`src/rtl/add_round_key_if.sv`:
```
// Handshake bundle for add_round_key: the round-key write port, the input state stream
// and the registered output stream.
interface add_round_key_if;
    logic         key_wr_en;
    logic [3:0]   key_wr_idx;
    logic [127:0] key_wr_data;

    logic         in_valid;
    logic         in_ready;
    logic         in_first;
    logic [127:0] data_in;

    logic         out_valid;
    logic         out_ready;
    logic [127:0] data_out;
    logic [3:0]   out_round;
    logic         out_last;

    modport master (
        output key_wr_en, key_wr_idx, key_wr_data,
        output in_valid, in_first, data_in,
        input  in_ready,
        input  out_valid, data_out, out_round, out_last,
        output out_ready
    );

    modport slave (
        input  key_wr_en, key_wr_idx, key_wr_data,
        input  in_valid, in_first, data_in,
        output in_ready,
        output out_valid, data_out, out_round, out_last,
        input  out_ready
    );
endinterface

```
`src/rtl/add_round_key.sv`:
```
// AES AddRoundKey stage: stores NUM_ROUNDS+1 round keys and XORs each accepted state word
// with the key of its round. Define ARK_SKID_BUFFER_EN for a registered-ready skid buffer.
module add_round_key #(
    parameter int NUM_ROUNDS = 10
) (
    input  logic           clk,
    input  logic           n_rst,
    add_round_key_if.slave bus
);

    typedef struct packed {
        logic [127:0] data;
        logic [3:0]   round;
        logic         last;
    } ark_result_t;

    localparam logic [3:0] LAST_IDX = 4'(NUM_ROUNDS);

    logic [127:0] key_q [NUM_ROUNDS+1];
    logic [127:0] key_d [NUM_ROUNDS+1];
    logic [127:0] key_sel;

    logic [3:0]   rnd_cnt_q, rnd_cnt_d;
    logic [3:0]   idx;
    logic         accept;
    logic         in_ready;
    ark_result_t  res_new;

    logic         out_valid_q, out_valid_d;
    ark_result_t  out_q, out_d;

    // Indices above NUM_ROUNDS match no entry, so such writes fall through untouched.
    genvar gi;
    generate
        for (gi = 0; gi <= NUM_ROUNDS; gi++) begin : g_key
            assign key_d[gi] = (bus.key_wr_en && (bus.key_wr_idx == 4'(gi)))
                             ? bus.key_wr_data : key_q[gi];
        end
    endgenerate

    // The key is read from the registered store, so a same-cycle write is seen one cycle later.
    always_comb begin
        idx     = bus.in_first ? 4'd0 : rnd_cnt_q;
        key_sel = '0;
        for (int i = 0; i <= NUM_ROUNDS; i++) begin
            if (idx == 4'(i)) begin
                key_sel = key_q[i];
            end
        end
        res_new       = '0;
        res_new.data  = bus.data_in ^ key_sel;
        res_new.round = idx;
        res_new.last  = (idx == LAST_IDX);

        accept    = bus.in_valid && in_ready;
        rnd_cnt_d = rnd_cnt_q;
        if (accept) begin
            rnd_cnt_d = res_new.last ? 4'd0 : idx + 4'd1;
        end
    end

`ifdef ARK_SKID_BUFFER_EN
    logic         in_ready_q, in_ready_d;
    logic         skid_valid_q, skid_valid_d;
    ark_result_t  skid_q, skid_d;

    assign in_ready = in_ready_q;

    always_comb begin
        out_valid_d  = out_valid_q;
        out_d        = out_q;
        skid_valid_d = skid_valid_q;
        skid_d       = skid_q;
        if (skid_valid_q) begin
            // No acceptance possible while full; refill the output from the skid entry.
            if (bus.out_ready) begin
                out_d        = skid_q;
                skid_valid_d = 1'b0;
            end
        end else if (accept) begin
            if (!out_valid_q || bus.out_ready) begin
                out_d       = res_new;
                out_valid_d = 1'b1;
            end else begin
                skid_d       = res_new;
                skid_valid_d = 1'b1;
            end
        end else if (bus.out_ready) begin
            out_valid_d = 1'b0;
        end
        in_ready_d = !skid_valid_d;
    end

    always_ff @(posedge clk or negedge n_rst) begin
        if (!n_rst) begin
            in_ready_q   <= 1'b1;
            skid_valid_q <= 1'b0;
            skid_q       <= '0;
        end else begin
            in_ready_q   <= in_ready_d;
            skid_valid_q <= skid_valid_d;
            skid_q       <= skid_d;
        end
    end
`else
    assign in_ready = !out_valid_q || bus.out_ready;

    always_comb begin
        out_valid_d = out_valid_q;
        out_d       = out_q;
        if (accept) begin
            out_d       = res_new;
            out_valid_d = 1'b1;
        end else if (bus.out_ready) begin
            out_valid_d = 1'b0;
        end
    end
`endif

    always_ff @(posedge clk or negedge n_rst) begin
        if (!n_rst) begin
            rnd_cnt_q   <= '0;
            out_valid_q <= 1'b0;
            out_q       <= '0;
            for (int i = 0; i <= NUM_ROUNDS; i++) begin
                key_q[i] <= '0;
            end
        end else begin
            rnd_cnt_q   <= rnd_cnt_d;
            out_valid_q <= out_valid_d;
            out_q       <= out_d;
            for (int i = 0; i <= NUM_ROUNDS; i++) begin
                key_q[i] <= key_d[i];
            end
        end
    end

    assign bus.in_ready  = in_ready;
    assign bus.out_valid = out_valid_q;
    assign bus.data_out  = out_q.data;
    assign bus.out_round = out_q.round;
    assign bus.out_last  = out_q.last;

endmodule

```
`src/flat_wrapper.sv`:
```
// flat-port wrapper written by rule: the top's interface ports become plain ports
module add_round_key_flat 
#(
    parameter int NUM_ROUNDS = 10
)
  (clk, n_rst, bus_key_wr_en, bus_key_wr_idx, bus_key_wr_data, bus_in_valid, bus_in_first, bus_data_in, bus_in_ready, bus_out_valid, bus_data_out, bus_out_round, bus_out_last, bus_out_ready);
  add_round_key_if bus_i ();
  input  logic clk;
  input  logic n_rst;
  input wire logic [$bits(bus_i.key_wr_en)-1:0] bus_key_wr_en;
  input wire logic [$bits(bus_i.key_wr_idx)-1:0] bus_key_wr_idx;
  input wire logic [$bits(bus_i.key_wr_data)-1:0] bus_key_wr_data;
  input wire logic [$bits(bus_i.in_valid)-1:0] bus_in_valid;
  input wire logic [$bits(bus_i.in_first)-1:0] bus_in_first;
  input wire logic [$bits(bus_i.data_in)-1:0] bus_data_in;
  output wire logic [$bits(bus_i.in_ready)-1:0] bus_in_ready;
  output wire logic [$bits(bus_i.out_valid)-1:0] bus_out_valid;
  output wire logic [$bits(bus_i.data_out)-1:0] bus_data_out;
  output wire logic [$bits(bus_i.out_round)-1:0] bus_out_round;
  output wire logic [$bits(bus_i.out_last)-1:0] bus_out_last;
  input wire logic [$bits(bus_i.out_ready)-1:0] bus_out_ready;
  assign bus_i.key_wr_en = bus_key_wr_en;
  assign bus_i.key_wr_idx = bus_key_wr_idx;
  assign bus_i.key_wr_data = bus_key_wr_data;
  assign bus_i.in_valid = bus_in_valid;
  assign bus_i.in_first = bus_in_first;
  assign bus_i.data_in = bus_data_in;
  assign bus_in_ready = bus_i.in_ready;
  assign bus_out_valid = bus_i.out_valid;
  assign bus_data_out = bus_i.data_out;
  assign bus_out_round = bus_i.out_round;
  assign bus_out_last = bus_i.out_last;
  assign bus_i.out_ready = bus_out_ready;
  add_round_key #(.NUM_ROUNDS(NUM_ROUNDS)) u_core (.clk(clk), .n_rst(n_rst), .bus(bus_i));
endmodule
```
`config.mk`:
```
export PLATFORM = sky130hd
export DESIGN_NAME = add_round_key_flat
export DESIGN_NICKNAME = d
export VERILOG_FILES = /design/src/rtl/add_round_key_if.sv /design/src/rtl/add_round_key.sv /design/src/flat_wrapper.sv
export SDC_FILE = /design/constraint.sdc
export NUM_CORES = 2
export LEC_CHECK = 0
export CAP_MARGIN = 20
export CORE_ASPECT_RATIO = 0.75
export CORE_MARGIN = 5
export CORE_UTILIZATION = 57
export CTS_BUF_LIST = sky130_fd_sc_hd__clkbuf_2 sky130_fd_sc_hd__clkbuf_4 sky130_fd_sc_hd__clkbuf_8
export DETAILED_ROUTE_END_ITERATION = 6
export GPL_TIMING_DRIVEN = 0
export PLACE_DENSITY = 0.77
export SLEW_MARGIN = 20
export SYNTH_ARGS = -nofsm -noshare
export SYNTH_HDL_FRONTEND = slang
export SYNTH_SLANG_ARGS = --single-unit
export TNS_END_PERCENT = 10
```
`constraint.sdc`:
```
create_clock -name clk -period 3.25 [get_ports clk]
set_input_delay 0.325 -clock clk [delete_from_list [all_inputs] [get_ports clk]]
set_output_delay 0.325 -clock clk [all_outputs]
set_load 0.02 [all_outputs]
```
### Word-level counts from Yosys, hierarchy flattened

Cells that the tools add are included.

* memories kept: 0
* RAM bits: 0
* logic and storage cells: 70
* output and inout bits: 135
* ROM bits: 0
* input port bits: 266
* bits in registers: 1546
* latch bits: 0

* equality and inequality tests: 20
* bitwise operators: 1
* reductions and logical operators: 17
* shift operators: 0
* magnitude comparators: 0
* multipliers: 0
* div/mod/pow operators: 0
* multiplexer cells: 15
* $add $sub $neg: 1

Operator list (count)
* two-way mux 128 bit: 11
* XOR 128 bit: 1
* == test 4 x 3 -> 1 bit (second input constant): 8
* == test 4 bit (second input constant): 6
* == test 4 x 2 -> 1 bit (second input constant): 4
* logical AND 1 bit: 12
* == test 4 x 1 -> 1 bit (second input constant): 2
* logical NOT 4 bit: 2
* two-way mux 4 bit: 2
* adder 4 x 1 -> 4 bit (second input constant): 1
* two-way mux 1 bit: 2
* nonzero test 2 bit: 1
* logical NOT 1 bit: 1
* logical OR 1 bit: 1

### Depth between registers and ports, before layout

* depth in word-level cells: 14
* mapped depth: 11
* depth with buffers taken out: 6

### Least setup slack after synthesis

OpenSTA, ideal clock, no wires.

* path type: register to register
* start: register u_core.rnd_cnt_q[3]
* end: register u_core.out_q (netlist bit u_core.bus.data_out[92])
* setup slack: 1015 ps
* arrival time: 2111 ps
* stages on the path, launching flop included: 9
* period minus slack after synthesis: 2235 ps
* path buffers: 3
* data required time: 3126 ps
* setup time: 124 ps
* path through: dfrtp_1 -> buf_2 -> buf_4 -> buf_6 -> nor4b_2 -> a22oi_1 -> o311ai_0 -> mux2i_1 -> nand2_1

* word-level cells in the longest chain between the ends: 14
* elaborated cells between the ends (all ways): 24
* classes of those cells: 10 x eq/ne; 12 x mux; 1 x bitwise; 1 x reduce/logical

Ends and longest elaborated chain
* start: declaration: RTL line add_round_key.sv:23 `logic [3:0] rnd_cnt_q, rnd_cnt_d;`
* start signal: assignment: RTL line add_round_key.sv:129 `rnd_cnt_q <= rnd_cnt_d;`
* two-way mux 4 bit *: RTL line add_round_key.sv:43 `idx = bus.in_first ? 4'd0 : rnd_cnt_q;`
* logical NOT 4 bit: RTL line add_round_key.sv:46 `if (idx == 4'(i)) begin`
* two-way mux 128 bit (10 in series): RTL line add_round_key.sv:46
* two-way mux 128 bit *: RTL line add_round_key.sv:46
* XOR 128 bit *: RTL line add_round_key.sv:51 `res_new.data = bus.data_in ^ key_sel;`
* end signal: assignment: RTL line add_round_key.sv:131 `out_q <= out_d;`
* end: declaration: RTL line add_round_key.sv:30 `ark_result_t out_q, out_d;`

Every way passes the cells marked *; elsewhere a longest branch is shown, timed or not.
A chain may end at the register's enable or synchronous reset.

### Final worst setup path

* start: register u_core.rnd_cnt_q[2]
* end: register u_core.out_q (netlist bit u_core.bus.data_out[92])

Same word-level chain as after synthesis.

==> results.yml <==
cells_and_area:
  multi_input_area_sq_mm: 0.03076
  finalNonFillerCells: 8603
  final-seq-area_sq_mm: 0.03869
  nFillCells: 8881
  drive_gt1_share_pct: 28.88
  fin_area_sq_mm: 0.08578
  syn2layout_area_growth_pct: 19.27
  utilization_pct: 68.70
  nets: 7037
clock_network:
  cts_tree: "done"
  clk_path_buf_depth: 3
  clock-sinks: 1546
  path_clk_slew_ns: 0.07
  htreeDepth: 4
  cts_inserted_buffers: 230
  root_buffer: "clkbuf_8"
  clock_latency_ns: 0.98
setup_path:
  path_max_fanout: 10
  cpMaxStageDelayCell: "clkbuf_1"
  startpoint_type: "flip-flop"
  path_buf_inv: 3
  crit_path_end_kind: "flip-flop"
  critPathKind: "reg2reg"
  r2r_slack_ns: -0.08
  cp-startpoint: "u_core.rnd_cnt_q[2]"
  critPathArrivalTime_ns: 4.18
  reg2reg_depth: 9
  path_cells: "buf_6 > buf_6 > nor3b_4 > clkbuf_1 > nand2_1 > o21a_1 > o311ai_1 > mux2i_1 > nand2_1"
  crit_end: "u_core.bus.data_out[92]"
  slowest_delay_ns: 0.62
  cp_num_cells: 9
  crit_family: "simple AND/OR/NAND/NOR gates"
  r2r-end: "u_core.bus.data_out[92]"
  rr_startpoint: "u_core.rnd_cnt_q[2]"
  cp.required_ns: 4.10
route:
  firstDrtPassIters: 7
  routed_wl_um: 230400
  wire_per_inst_um: 26.79
  vias: 55120
  postRouteAntennaNets: 0
  drc: 0
  avgViaCountPerCell: 6.407
  drt_iter0_drc: 6225
power_and_ir_drop:
  ir_drop_uv: 530.9
  leakagePower_nw: 36.12
  p_total_mw: 63.12
  power_density_mw_per_mm2: 735.8
sta:
  max_slew_margin_pct: 19.15
  finalCritPeriodShare_pct: 102.4
  period_needed_ns: 3.329
  worstMarginPinSlew_ns: 1.213
  rsz0062_at_grt: "true"
  finalSetupViolations: 9
  fmax_mhz: 300.4
  setup_ws_ns: -0.07869
  final-max-slew-violation-count: 0
  clock-skew-final_ns: 0.05241
  finalHoldViolations: 0
yosys:
  yosys_warnings: 0
  yosysUniqueCellTypes: 65
  synth_ff_type: "dfrtp_1"
  synthArstFlopShare_pct: 100.0
  synth_top_area_share_pct: 53.79
  syn_nets: 6171
  synth.largest_area_cell: "dfrtp_1"
  syn-cell-area_sq_mm: 0.07192
  synth_seq_cells: 1546
  ys_seq_area_share_pct: 53.79
  avgSynthCellArea_sq_um: 12.18
  synth_edf_count: 0
  synthCells: 5905
  ys_top_cells_by_area: "dfrtp_1 (54%), mux2_2 (22%), a21oi_1 (2.6%), clkbuf_1 (2.4%), nand2_1 (2.1%)"
global_route:
  grt_pass1_vias: 55590
  grt_antenna_before_repair: 18
  grt_pass1_wl_um: 345600
  groute.usage.overall_pct: 33.89
  grt_max_degree: 152
  grt-ovfl-total: 0
place:
  place_inst: 7980
  portBuffers: 400
  placed_area_sq_mm: 0.07864
  dp_slack_ns: -0.6730
  dp_hpwl_um: 163000
  gp_congestion: 0.9633
job:
  cap_violations: 0
floorplan:
  ios: 401
  die_y_um: 317.6
  die_area_sq_mm: 0.1335
  core_area_sq_mm: 0.1249
  initial_core_util_pct: 57.60
  die_w_um: 420.2
  rows: 112
min_path:
  hold_class: "in2reg"
run_status:
  status: "complete, but fails checks"
  violations: "negative setup slack"
repair_timing:
item | in CTS | in global routing
endpoints found under the hold margin | 573 | 0
pin swaps | 3 | 1
hold buffers | 209 | 0
buffers inserted | 3 | 1
resized for setup | 15 | 45
setup endpoints to repair | 126 | 171
gates cloned | 0 | 0
registers in the layout, summed over array words and instances (netlist names):
name,flops
u_core.bus.out_round,4
u_core.key_q,1408
u_core.bus.out_valid,1
u_core.bus.data_out,128
u_core.rnd_cnt_q,4
u_core.bus.out_last,1
cell usage after synthesis, types with 3 or more instances:
cell / n
a22oi_1: 12
o21ai_1: 50
a211o_1: 115
clkbuf_1: 469
nand2_1: 407
a221oi_1: 115
buf_1: 34
nand2b_1: 15
dfrtp_1: 1546
o211ai_1: 124
o21a_1: 4
o2111ai_1: 5
nand3_1: 5
mux2_2: 1408
a21oi_1: 380
nand3b_1: 18
o31ai_1: 5
inv_1: 3
nor2b_1: 8
a211oi_1: 11
o22ai_1: 4
o32a_1: 4
or4_1: 6
o21ai_0: 104
a2bb2oi_1: 115
a221o_1: 4
nor4_1: 4
and3b_1: 7
o32ai_1: 122
mux2i_1: 124
o2bb2ai_1: 8
o221ai_1: 119
a21o_1: 115
buf_2: 107
nor2_1: 146
a2111oi_0: 6
buf_6: 5
and3_1: 9
nor3_1: 124
buf_4: 4
worst min-delay path by stage:
stage	from	to	slack, ns	cells past startpoint
floorplan	n_rst	u_core.bus.data_out[0]	0.03	0
global placement	u_core.bus.out_last	u_core.bus.out_last	0.47	2
detailed placement	n_rst	u_core.key_q[1160]	0.33	1
CTS	bus_data_in[71]	u_core.bus.data_out[71]	0.0009	3
global route	bus_key_wr_data[39]	u_core.key_q[935]	0.04	2
finish	bus_key_wr_data[29]	u_core.key_q[925]	0.08	2
cell type report:
cell class / count / area share, %
clock buffers: 370 / 5.389
well taps: 1653 / 2.411
clock inverters: 33 / 0.3253
plain buffers: 618 / 3.018
diodes: 8 / 0.02334
repair buffers: 635 / 7.849
inverters: 4 / 0.02188
flip-flops and latches: 1546 / 45.10
multi-input cells: 3736 / 35.86
logic make-up (layout without fill, tap and decap cells):
family          count (synthesis)  count (layout)  synth area share, %
flops                        1546            1546                53.79
mux                          1532            1532                23.77
compound gates               1430            1430                14.16
buf+inv                       623            1660                3.511
simple gates                  774             774                4.765
other cells                     0               8                    0
metrics by stage:
stage | hold slack (ns) | TNS [ns]
2_1_floorplan | 0.02941 | 0
3_5_place_dp | 0.3291 | -79.22
6_report | 0.08014 | -0.3036
3_3_place_gp | 0.4668 | -
5_1_grt | 0.04381 | -0.06152
4_1_cts | 0.0009284 | -0.004236
per-layer routing:
layer / wire length [um] / GRT usage [%] / up-vias
li1: - / - / 23660
met1: 96840 / 48.30 / 28210
met2: 100700 / 49.58 / 2681
met3: 20970 / 7.443 / 558
met4: 11890 / 16.32 / 10
met5: 69 / 0 / -
layout by cell type, fill, tap and decap left out, types with 9 or more instances in the layout:
| cell | synthesis | routed |
|---|---|---|
| clkdlybuf4s50_1 | 0 | 399 |
| nand2_1 | 407 | 407 |
| a22oi_1 | 12 | 12 |
| dfrtp_1 | 1546 | 1546 |
| dlygate4sd3_1 | 0 | 208 |
| o221ai_1 | 119 | 119 |
| buf_2 | 107 | 96 |
| o32ai_1 | 122 | 122 |
| a21oi_1 | 380 | 380 |
| clkbuf_4 | 0 | 80 |
| nand3b_1 | 18 | 18 |
| a221oi_1 | 115 | 115 |
| nor2_1 | 146 | 144 |
| o21ai_0 | 104 | 96 |
| o21ai_1 | 50 | 55 |
| nor3_1 | 124 | 124 |
| buf_4 | 4 | 15 |
| and3_1 | 9 | 9 |
| clkinv_2 | 0 | 19 |
| clkbuf_8 | 0 | 295 |
| mux2_2 | 1408 | 1408 |
| a211o_1 | 115 | 115 |
| clkbuf_1 | 469 | 441 |
| a211oi_1 | 11 | 11 |
| a2bb2oi_1 | 115 | 115 |
| buf_1 | 34 | 28 |
| mux2i_1 | 124 | 124 |
| clkbuf_2 | 0 | 30 |
| buf_16 | 0 | 21 |
| nand2b_1 | 15 | 15 |
| o211ai_1 | 124 | 124 |
| a21o_1 | 115 | 115 |
report_power, final:
| group | internal, mW | leakage, nW | switching [mW] |
|---|---|---|---|
| registers | 24.0 | 19.0 | 2.83 |
| logic | 8.73 | 14.5 | 10.7 |
| clock network | 9.12 | 2.62 | 7.73 |
| total | 41.9 | 36.1 | 21.3 |
worst register-to-register path: stages (launching register included):
cell and delay [ns]:
dfrtp_1 0.37, buf_6 0.14, buf_6 0.15, nor3b_4 0.55, clkbuf_1 0.62, nand2_1 0.61, o21a_1 0.36, o311ai_1 0.13
mux2i_1 0.24, nand2_1 0.07
Note: power is estimated with default switching activity, not from simulation.
